<file path="config.mk">
export PLATFORM = sky130hd
export DESIGN_NAME = prm_edge_query_seq
export DESIGN_NICKNAME = d
export VERILOG_FILES = /design/src/rtl/prm_edge_pkg.sv /design/src/rtl/prm_code_stepper.sv /design/src/rtl/prm_edge_query_seq.sv
export SDC_FILE = /design/constraint.sdc
export NUM_CORES = 1
export LEC_CHECK = 0
export CAP_MARGIN = 40
export CORE_ASPECT_RATIO = 1.1
export CORE_MARGIN = 2
export CORE_UTILIZATION = 50
export CTS_CLUSTER_SIZE = 28
export DETAILED_ROUTE_END_ITERATION = 10
export PLACE_DENSITY_LB_ADDON = 0.2
export SYNTH_ARGS = -nofsm -noshare
export SYNTH_HDL_FRONTEND = slang
export SYNTH_SLANG_ARGS = --single-unit
</file>
<file path="constraint.sdc">
create_clock -name clk -period 3 [get_ports clk]
set_input_delay 0.6 -clock clk [delete_from_list [all_inputs] [get_ports clk]]
set_output_delay 0.6 -clock clk [all_outputs]
set_load 0.1 [all_outputs]
</file>
<file path="src/rtl/prm_edge_pkg.sv">
// prm_edge_pkg: shared widths and state encoding for the PRM edge query sequencer
package prm_edge_pkg;
  localparam int CODE_W  = 15;
  localparam int STEPS_W = 5;
  typedef enum logic [1:0] {IDLE, SCAN, DONE} state_t;
endpackage

</file>
<file path="src/rtl/prm_code_stepper.sv">
// prm_code_stepper: chk_code register with load of a base code and modulo-2^W step by delta
//   clk, rst_n : clock, async active-low reset (code clears to 0)
//   load, base : load code with base (load has priority over step)
//   step, delta: advance code by delta, wrapping silently
//   code       : current code word
module prm_code_stepper #(
  parameter int W = prm_edge_pkg::CODE_W
) (
  input  logic         clk,
  input  logic         rst_n,
  input  logic         load,
  input  logic         step,
  input  logic [W-1:0] base,
  input  logic [W-1:0] delta,
  output logic [W-1:0] code
);
  import prm_edge_pkg::*;
  always_ff @(posedge clk or negedge rst_n)
    if (!rst_n) code <= '0;
    else if (load) code <= base;
    else if (step) code <= code + delta;
endmodule

</file>
<file path="src/rtl/prm_edge_query_seq.sv">
// prm_edge_query_seq: walks an edge as base + k*delta codes through an external checker and reports hits
//   req_*   : query handshake (base code, delta, sample count); req_ready high only in IDLE
//   abort   : cancels a query in SCAN or DONE, no result is produced
//   chk_*   : code driven to the combinational checker and its returned mask
//   res_*   : result handshake; collide, first hit index, hit count held stable until res_ready
//   Build option PRM_EDGE_EARLY_EXIT_EN: stop scanning after the first hit.
module prm_edge_query_seq #(
  parameter int CODE_W  = prm_edge_pkg::CODE_W,
  parameter int STEPS_W = prm_edge_pkg::STEPS_W
) (
  input  logic               clk,
  input  logic               rst_n,
  input  logic               req_valid,
  output logic               req_ready,
  input  logic [CODE_W-1:0]  req_base,
  input  logic [CODE_W-1:0]  req_delta,
  input  logic [STEPS_W-1:0] req_steps,
  input  logic               abort,
  output logic [CODE_W-1:0]  chk_code,
  output logic               chk_valid,
  input  logic               chk_mask,
  output logic               res_valid,
  input  logic               res_ready,
  output logic               res_collide,
  output logic [STEPS_W-1:0] res_first_idx,
  output logic [STEPS_W-1:0] res_hit_count
);
  import prm_edge_pkg::*;
  state_t state, nstate;
  logic [CODE_W-1:0] delta_q;
  logic [STEPS_W-1:0] steps_q, idx;
  logic take, last, stop;
  assign take = state == IDLE && req_valid;
  assign last = idx == steps_q - STEPS_W'(1);
`ifdef PRM_EDGE_EARLY_EXIT_EN
  assign stop = last || chk_mask;
`else
  assign stop = last;
`endif
  prm_code_stepper #(.W(CODE_W)) u_stepper (
    .clk   (clk),
    .rst_n (rst_n),
    .load  (take && req_steps != '0),
    .step  (state == SCAN),
    .base  (req_base),
    .delta (delta_q),
    .code  (chk_code)
  );
  always_ff @(posedge clk or negedge rst_n)
    if (!rst_n) state <= IDLE;
    else state <= nstate;
  always_comb begin
    nstate = state;
    req_ready = 1'b0;
    chk_valid = 1'b0;
    res_valid = 1'b0;
    case (state)
      IDLE: begin
        req_ready = 1'b1;
        if (req_valid) nstate = req_steps != '0 ? SCAN : DONE;
      end
      SCAN: begin
        chk_valid = 1'b1;
        nstate = abort ? IDLE : stop ? DONE : SCAN;
      end
      DONE: begin
        res_valid = 1'b1;
        nstate = (abort || res_ready) ? IDLE : DONE;
      end
      default: nstate = IDLE;
    endcase
  end
  // first_idx is recorded only while collide is still clear, i.e. on the first hit
  always_ff @(posedge clk or negedge rst_n)
    if (!rst_n) begin
      delta_q <= '0;
      steps_q <= '0;
      idx <= '0;
      res_collide <= 1'b0;
      res_first_idx <= '0;
      res_hit_count <= '0;
    end else if (take) begin
      delta_q <= req_delta;
      steps_q <= req_steps;
      idx <= '0;
      res_collide <= 1'b0;
      res_first_idx <= '0;
      res_hit_count <= '0;
    end else if (state == SCAN) begin
      idx <= idx + STEPS_W'(1);
      if (chk_mask) begin
        res_collide <= 1'b1;
        res_hit_count <= res_hit_count + STEPS_W'(1);
        if (!res_collide) res_first_idx <= idx;
      end
    end
endmodule

</file>
==> run summary, run 1 <==
The count of buffering cells on the critical path with inverters included came out at 1. The x dimension of the die came out at 78.3 µm. 70 I/O pins were placed. For this block, the initial DRC count from the detailed router was 150. Summed over all failing endpoints, the final setup total negative slack is 0 ns. For this run, the detailed router's first-pass iteration total came to 5.

The number of non-filler instances in the completed layout was 494; the cell count after synthesis was 346. The pin count of the biggest net entering global routing was 29; the fraction of registers with async set or reset after synthesis was 1.00. Across the run, the number of max-cap violations was 0.

The tools report the fraction of met2 tracks used by global routing as 0.415. The clock drives 53 sinks. For this run the aggregate overflow at the end of global routing stands at 0. The via count of the routed design is 2777, and the achievable frequency is 395 MHz.

The floorplan step defined a die boundary enclosing 0.00671 mm². Count of unique library cells instantiated by Yosys: 51. In this run the most used layer during global routing was met2. STA classifies the critical path endpoint as a flip-flop. Synthesis inferred 53 register bits. After detailed routing, the number of vias per cell comes to 5.62.

The startpoint-to-endpoint class of the critical path is flip-flop to flip-flop. In the final routed layout, each cell accounts on average for 15.2 µm. Among all flip-flop cells after synthesis, the most frequent one is dfrtp_1. Along the worst path, the maximum fanout reaches 5. The max-slew violation total from the final report was 0; the met3 global-route usage was 0.0442. STA puts the critical path data arrival time at 2.76 ns. The number of antenna diodes in the final layout is 0.

The post-CTS repair timing setup buffer count is 0, and the wire length of the first global-routing pass is 13000 µm. The kind of cell with the highest combined delay along the critical path is compound AO/OA/AOI/OAI gates. The placeable core region is 0.00581 mm², and the fraction of final layout cells sized beyond drive strength 1 is 0.125. The y dimension of the die is 85.7 µm, and the total wire length after detailed routing is 7520 µm. In this run the worst hold path is classified as primary input to async pin.

The number of nets produced by synthesis was 405; the required time of the critical path was 3.23 ns. For the aggregate global-route resource usage, the log shows 0.243. The peak per-stage delay on the critical path is 0.39 ns, and the fraction of the cycle the final worst path needs is 0.844.

In this run, post-CTS repair resized a total of 0 instances. The routability congestion estimate from global placement is 0.819, and the via count of the first global-routing pass is 2802. For this run, design rule violations remaining after detail routing come to 0. Counting flops with a built-in enable in the synthesized netlist gives 0.

Including well taps, the total number of placed cells is 486. Counting the buffers created by CTS gives 5. For the initial cell density of the core, the log shows 0.523.

For the summed instance area of the synthesized netlist, the log shows 0.00303 mm². STA classifies the critical path startpoint as a flip-flop. Most prevalent standard cell on the critical path: a21oi_1. The sequential fraction of the synthesis area is 0.437, and the average cell area after synthesis is 8.77 µm².

TritonCTS built the clock tree. At the pin with the least slew margin, the transition time is 0.754 ns. For this design, the slowest cell found on the critical path is dfrtp_1. The number of H-tree levels was 2.

The initial antenna violation count was 0; the total of endpoints with negative setup slack in the final report was 0. For the finished layout, the period the worst path requires is 2.53 ns. Yosys printed 0 warnings. The number of buffers added on ports was 69; the smallest hold slack was 0.211 ns. The run finished with clean final reports. The logs give 0 for the count of endpoints failing hold in the final timing report and 0 for the post-cts hold buffer count. For the worst-case clock buffer depth, the log shows 2. The clock root buffer is clkbuf_8.

Traced cell by cell, the critical path runs through ha_1, inv_1, fa_1, nand2b_1, a21oi_1, o21ai_0, a21oi_1, mux2_2, o2111ai_1. The layout-stage area growth over the synthesis result works out to 27.1%. The run gives 0.0167 ns as the worst-case clock skew. The placed wire-length estimate after detailed placement was 5580 µm. Met1 track utilization from global routing: 0.311.

Setup repair after global routing left no endpoint under its margin. The clock transition time at the flip-flop clock pins of the worst setup and hold paths was 0.11 ns; the number of nets in the final layout was 475. The floorplan has 29 rows. The run gives 0.491 as the relative max-transition margin. The detail route stage leaves a number of antenna-violating nets equal to 0. Insertion delay of the later-clocked pin in the worst-skew pair: 0.32 ns.
==> cell usage after synthesis, types with 3 or more instances <==
cell type	count	area [µm²]
a221o_1	3	30.0
nand3_1	13	65.1
o31ai_1	3	22.5
xor2_1	5	43.8
buf_1	3	11.3
nand2_1	93	349
o21ai_0	30	150
xnor2_1	9	78.8
nand4_1	6	37.5
dfrtp_1	53	1330
nor2_1	15	56.3
nor3_1	3	15.0
clkbuf_1	9	33.8
ha_1	17	213
a22oi_1	9	67.6
a21oi_1	20	100
inv_1	9	33.8
nand2b_1	4	25.0
==> sequential cells by signal (all words and copies together), names as in the netlist <==
name            cells
res_collide         1
steps_q             5
res_first_idx       5
u_stepper.code     15
idx                 5
res_hit_count       5
state               2
delta_q            15
==> worst register-to-register path, delay by kind of cell, from the launching register on <==
family | cells | cell delay [ns]
muxes | 1 | 0.36
buffers and inverters | 1 | 0.06
AOI/OAI and AO/OA | 4 | 0.85
adders and majority gates | 2 | 0.59
DFF | 1 | 0.39
and+or+nand+nor | 1 | 0.20
==> cells by family (layout without fill, tap and decap cells) <==
| group | after synthesis | count (layout) | share of synthesized area |
|---|---|---|---|
| buffers and inverters | 23 | 94 | 0.0293 |
| XOR/XNOR | 15 | 15 | 0.0458 |
| flip-flops | 53 | 53 | 0.437 |
| AO/OA/AOI/OAI | 83 | 83 | 0.178 |
| multiplexers | 4 | 4 | 0.0140 |
| AND/OR/NAND/NOR | 150 | 150 | 0.219 |
| adder cells (fa/ha/maj) | 18 | 18 | 0.0767 |
==> metrics by stage <==
| step | cell area, µm² | setup WS, ns | utilization |
|---|---|---|---|
| 6_report | 3860 | 0.469 | 0.664 |
| 5_1_grt | 3860 | 0.360 | 0.664 |
| 4_1_cts | 3860 | 0.512 | 0.664 |
| 3_5_place_dp | 3760 | 0.296 | 0.648 |
| 3_3_place_gp | 3760 | 0.336 | 0.648 |
| 2_1_floorplan | 3030 | 0.205 | - |
==> placed cells by master (no fill, tap or decap), drive strengths merged, types with 3 or more instances in the layout <==
cell and count:
nor3 3, o21ai 31, a22oi 9, xor2 5, inv 9, xnor2 10
nand3 13, dfrtp 53, clkdlybuf4s50 39, a21oi 21, nand2b 4, clkbuf 6
nand4 6, a221o 3, o31ai 3, nor2 15, buf 38, nand2 93
ha 17
==> path summary, 6_finish.rpt <==
path,from,to,slack [ns],cells past startpoint
worst min register to register,res_first_idx[4],res_first_idx[4],0.49,2
min in group clk,res_first_idx[4],res_first_idx[4],0.49,2
max in group asynchronous,rst_n,u_stepper.code[8],2.13,2
worst min-delay path,rst_n,steps_q[1],0.21,1
worst max-delay path,u_stepper.code[0],u_stepper.code[14],0.47,9
worst max register to register,u_stepper.code[0],u_stepper.code[14],0.47,9
==> layout make-up <==
| class | instances | area (µm²) |
|---|---|---|
| flip-flops and latches | 53 | 1330 |
| clock buffers | 6 | 82.6 |
| repair buffers | 77 | 686 |
| multi-input cells | 270 | 1620 |
| well taps | 77 | 96.3 |
| inverters | 9 | 33.8 |
| clock inverters | 2 | 13.8 |
| fillers | 499 | 1950 |
==> layer usage <==
layer	part of all wire	up-vias
li1	-	1342
met1	0.43	1320
met2	0.50	104
met3	0.052	11
met4	0.018	0
met5	0	-
Power of run 1 is not shown: default switching activity piles up to over one toggle a cycle in this logic, so the estimate is an artifact.
==> run 2, diff against run 1 <==
--- a/config.mk
+++ b/config.mk
@@ -8,7 +8,7 @@
 export CAP_MARGIN = 40
 export CORE_ASPECT_RATIO = 1.1
 export CORE_MARGIN = 2
-export CORE_UTILIZATION = 50
+export CORE_UTILIZATION = 45
 export CTS_CLUSTER_SIZE = 28
 export DETAILED_ROUTE_END_ITERATION = 10
 export PLACE_DENSITY_LB_ADDON = 0.2
==> constraint.sdc (replaced) <==
create_clock -name clk -period 2.2 [get_ports clk]
set_input_delay 0.44 -clock clk [delete_from_list [all_inputs] [get_ports clk]]
set_output_delay 0.44 -clock clk [all_outputs]
set_load 0.1 [all_outputs]
==> run summary, run 2 (same netlist as run 1, synthesis figures left out) <==
The routability congestion estimate from global placement is 0.830. The run gives 0 as the total of endpoints with negative setup slack in the final report. The tightest min-delay check is of the primary input to async pin type. Derived from the worst setup path, the maximum achievable clock frequency is 473 MHz. The first TritonRoute pass finished after 4 iterations.

Worst-case clock skew: 0.00833 ns. The required time of the critical path is 2.43 ns. The die covers 0.00742 mm². Shortest clock period the worst path allows after layout: 2.11 ns. The row count came out at 31.

TritonCTS built the clock tree. In this design, the stage delay of the slowest critical-path cell is 0.43 ns. The filler cells instantiated in the layout total 588. The total wire length after detailed routing is 7560 µm.

Pin count of the biggest net entering global routing: 36. For this design, the CTS-stage hold fixing added 0 buffers. 0 antenna diodes ended up in the layout.

The area growth from synthesis to layout is 32.2%. The first global-routing pass estimated 12600 µm of wire. Leaving out fill and tap cells, the most frequent cells in the layout are nand2_1, buf_4, dfrtp_1.

Number of buffers added on ports: 69. Walking the worst path, the cells encountered are ha_1, inv_1, fa_1, nand2b_4, a21oi_4, o21ai_1, a21oi_1, mux2_2, o2111ai_1. The routed wire length per instance is 14.9 µm, and the max-slew violation total from the final report is 0. The fraction of the cycle the final worst path needs is 0.961, and the worst endpoint data arrival time is 2.34 ns. The HPWL after detailed placement is 5460 µm. The tools report the initial antenna violation count as 0. In this run the post-CTS setup repair buffer count came out at 0. In this run the standard cell core region covers 0.00656 mm². The transition time of the tightest slew-check pin was 0.509 ns; the number of DRC markers after the initial detailed-route iteration was 138.

Dividing the detail-routed via count by the number of cells gives 5.41. Setup repair after global routing could not meet its margin everywhere. The count of endpoints failing hold in the final timing report was 0. Broken down by cell family, the worst path's largest delay share belongs to adder cells. The logs give 0 for the final global-route overflow total and 0.612 for the fraction of the core area covered by cells at the end of the flow.

The flow ran to the end, and the final reports show no timing, DRC or antenna violations. The tool flagged a number of max-cap violations equal to 0. Most frequent standard cell in the layout excluding fill and tap cells: nand2_1. After detailed routing, the number of remaining DRC violations is 0. The run gives 0 ns as the total negative setup slack. The initial cell density of the core came out at 0.463. Relative max-transition margin: 0.660. The routed layout has 2743 vias.

The run gives 2 as the number of H-tree levels. Fraction of final layout cells sized beyond drive strength 1: 0.186. Startpoint-to-endpoint class of the critical path: flip-flop to flip-flop.

The count of clock tree sinks was 53. The y dimension of the die is 90.1 µm, and the number of nets still failing antenna checks after routing is 0. Type of origin of the critical path: a flip-flop.

In this run the worst path has a maximum fanout of 3. For the worst-case clock buffer depth, the log shows 2. The aggregate global-route resource usage came out at 0.214. Slowest stage cell on the critical path: dfrtp_4.

The run gives 5 as the TritonCTS buffer count. The logs give 2848 for the via count of the first global-routing pass and 70 for the number of top-level pins. The later pin in the worst-skew pair is clocked with a latency of 0.31 ns.

From left edge to right edge, the die measures 82.3 µm. The run gives 483 as the number of nets in the final layout. In the final layout, the registers with the most flip-flops are delta_q: 15 flops, u_stepper.code: 15 flops. The count of buffering cells on the critical path with inverters included works out to 1.

The critical path capture point type is a flip-flop. Clock-pin slew was measured on the worst setup and hold paths at 0.10 ns. Clock tree synthesis selected as its root buffer the cell clkbuf_8.
run 2: final timing paths:
kind                                            to  slack [ns]  cells after the start               from
worst max-delay path            u_stepper.code[14]        0.09                      9  u_stepper.code[0]
worst min-delay path                    steps_q[2]        0.06                      1              rst_n
max in group asynchronous        u_stepper.code[3]        1.57                      2              rst_n
worst max register to register  u_stepper.code[14]        0.09                      9  u_stepper.code[0]
worst min register to register          delta_q[5]        0.49                      2         delta_q[5]
min in group clk                        delta_q[5]        0.49                      2         delta_q[5]
run 2: stage by stage:
stage          setup WS (ns)  instances  cell area [µm²]  hold WS, ns
2_1_floorplan         -0.163        346             3080        0.144
3_3_place_gp         -0.0719        499             3870        0.418
3_5_place_dp          -0.137        499             3870        0.411
4_1_cts               0.0251        507             3970       0.0688
5_1_grt              -0.0152        507             4010       0.0805
6_report              0.0866        507             4010       0.0562
run 2: repair_timing:
item | CTS | global route
endpoints found under the setup margin | 1 | 8
resized for setup | 1 | 8
pin swaps | 0 | 0
run 2: layout make-up:
type,instances,area (µm²),share of cell area
Sequential cell,53,1350,0.336
Clock inverter,2,15.0,0.00374
Clock buffer,6,72.6,0.0181
Multi-Input combinational cell,270,1680,0.419
Inverter,9,33.8,0.00842
Timing Repair Buffer,85,758,0.189
Tap cell,82,103,0.0256
run 2: per-layer routing:
layer	vias to the layer above	wire length, µm	track usage
li1	1364	-	-
met5	-	0	0
met1	1300	3290	0.274
met2	71	3820	0.361
met3	8	369	0.0351
met4	0	77	0.0708
Power of run 2 is left out for the same reason.
==> run 3, diff against run 2 <==
--- a/config.mk
+++ b/config.mk
@@ -6,12 +6,15 @@
 export NUM_CORES = 1
 export LEC_CHECK = 0
 export CAP_MARGIN = 40
+export CELL_PAD_IN_SITES_DETAIL_PLACEMENT = 1
+export CELL_PAD_IN_SITES_GLOBAL_PLACEMENT = 2
 export CORE_ASPECT_RATIO = 1.1
 export CORE_MARGIN = 2
-export CORE_UTILIZATION = 45
+export CORE_UTILIZATION = 27
 export CTS_CLUSTER_SIZE = 28
 export DETAILED_ROUTE_END_ITERATION = 10
 export PLACE_DENSITY_LB_ADDON = 0.2
+export SKIP_CTS_REPAIR_TIMING = 1
 export SYNTH_ARGS = -nofsm -noshare
 export SYNTH_HDL_FRONTEND = slang
 export SYNTH_SLANG_ARGS = --single-unit
==> run summary, run 3 (same netlist as run 1, synthesis figures left out) <==
The flow ran to the end, and the final reports show no timing, DRC or antenna violations. The y dimension of the die works out to 115 µm. Summing all multi-input logic gate instances after layout gives 0.00172 mm². The floorplan step defined a core boundary enclosing 0.0110 mm². The pin count of the biggest net entering global routing is 35, and the shortest clock period the worst path allows after layout is 2.07 ns. The total of endpoints with negative setup slack in the final report was 0. STA classifies the critical path endpoint as a flip-flop.

The tools report the initial cell density of the core as 0.277. The detail route stage leaves a number of antenna-violating nets equal to 0. Of all nets on the critical path, the largest fanout is 8. TritonCTS built the clock tree.

The slowest stage cell on the critical path was or4_1. The max-slew violation total from the final report came out at 0. The tree built by TritonCTS fans out to 53 sinks.

In the layout the commonest cells are nand2_1, buf_4, dfrtp_1. The count of endpoints failing hold in the final timing report was 0. The root buffer cell chosen for the clock tree is clkbuf_16. After detailed routing, the average wire length per cell comes to 15.9 µm. The tightest min-delay check is of the primary input to async pin type.

The transition time of the tightest slew-check pin came out at 0.531 ns. The row count is 40, and the number of max-cap violations is 0. The first global-routing pass estimated 15200 µm of wire. The floorplan step defined a die boundary enclosing 0.0121 mm².

For the relative max-transition margin, the log shows 0.646. The floorplan step set the die width to 105 µm. Type of origin of the critical path: a flip-flop. The library cell used most frequently in the layout, excluding fill and tap cells, is nand2_1. The critical path goes through ha_2, nand4_1, or4_1, o22ai_1, a221o_1, a21oi_1, o2111ai_1. In this run the count of I/O pins placed on the die edge is 70.

The fraction of the cycle the final worst path needs works out to 0.941. Compared with the post-synthesis result, the final layout area differs by 41.4%. The ratio of routed vias to standard cells works out to 4.82. The via count of the first global-routing pass came out at 2979. The TritonCTS buffer count was 5. Clock-pin slew was measured on the worst setup and hold paths at 0.08 ns. Static timing analysis puts the maximum clock frequency at 483 MHz. Worst-case clock buffer depth: 2.

The routed layout has 2787 vias. Fraction of final layout cells sized beyond drive strength 1: 0.223. For this block, the routed nets add up to 9170 µm of wire. The logs give 6680 µm for the placed wire-length estimate after detailed placement and 4 for the length of the first detailed-routing pass in iterations. The tools report the smallest hold slack as 0.115 ns. The largest registers in the layout are delta_q: 15 flops, u_stepper.code: 15 flops. The initial antenna violation count is 0. The register cell area after layout came out at 0.00135 mm².

Setup repair after global routing left no endpoint under its margin. The run gives 0.30 ns as the insertion delay of the later-clocked pin in the worst-skew pair. After filler insertion, the fill cell instance count of the layout stands at 1265.

The number of buffers added on ports was 69. STA puts the critical path data required time at 2.40 ns. The aggregate global-route resource usage is 0.160. Number of DRC markers after the initial detailed-route iteration: 106.

The number of nets in the final layout was 489; the final antenna diode count was 0. The number of H-tree levels is 2, and the worst-case clock skew is 0.00676 ns. By startpoint and endpoint, the worst setup path is classified as flip-flop to flip-flop.

At the worst endpoint, the arrival time is 2.27 ns. In the routed design, unresolved DRC markers number 0. Summed over all layers, the global routing overflow is 0. The routability congestion estimate from global placement came out at 0.781. In this design, the stage delay of the slowest critical-path cell is 0.49 ns.
-- run 3: worst paths after layout --
kind | startpoint | endpoint | slack (ns) | cells after the start
setup reg to reg | u_stepper.code[11] | u_stepper.code[14] | 0.13 | 7
setup / recovery | u_stepper.code[11] | u_stepper.code[14] | 0.13 | 7
hold / removal | rst_n | res_first_idx[4] | 0.12 | 1
min in group clk | delta_q[4] | delta_q[4] | 0.48 | 2
hold reg to reg | delta_q[4] | delta_q[4] | 0.48 | 2
max in group asynchronous | rst_n | u_stepper.code[11] | 1.49 | 2
-- run 3: worst max-delay path: cells and delay by family, from the launching register on --
kind | cells | cell delay [ns]
and+or+nand+nor | 2 | 0.68
DFF | 1 | 0.43
adders and majority gates | 1 | 0.41
AOI/OAI and AO/OA | 4 | 0.46
-- run 3: area by class of cell --
type	count	area share
Clock buffer	5	0.0292
Clock inverter	3	0.0152
Inverter	9	0.00787
Multi-Input combinational cell	270	0.401
Sequential cell	53	0.314
Tap cell	147	0.0429
Timing Repair Buffer	91	0.190
-- run 3: metrics by stage --
stage,setup WS (ns),utilization,cell area [µm²],TNS (ns),std cells
final,0.130,0.391,4290,0,578
after global routing,0.00486,0.391,4290,0,578
after CTS,-0.0585,0.383,4200,-0.115,577
after detailed placement,-0.132,0.365,4010,-0.390,569
after global placement,-0.0855,0.365,4010,-0.243,569
after floorplan,-0.163,-,3080,-0.163,346
-- run 3: layer usage --
layer	up-vias	track usage	wire length [µm]
met3	11	0.0283	312
met5	-	0	0
li1	1374	-	-
met2	46	0.295	4640
met1	1356	0.190	4080
met4	0	0.0453	136
Power of run 3 is left out for the same reason.
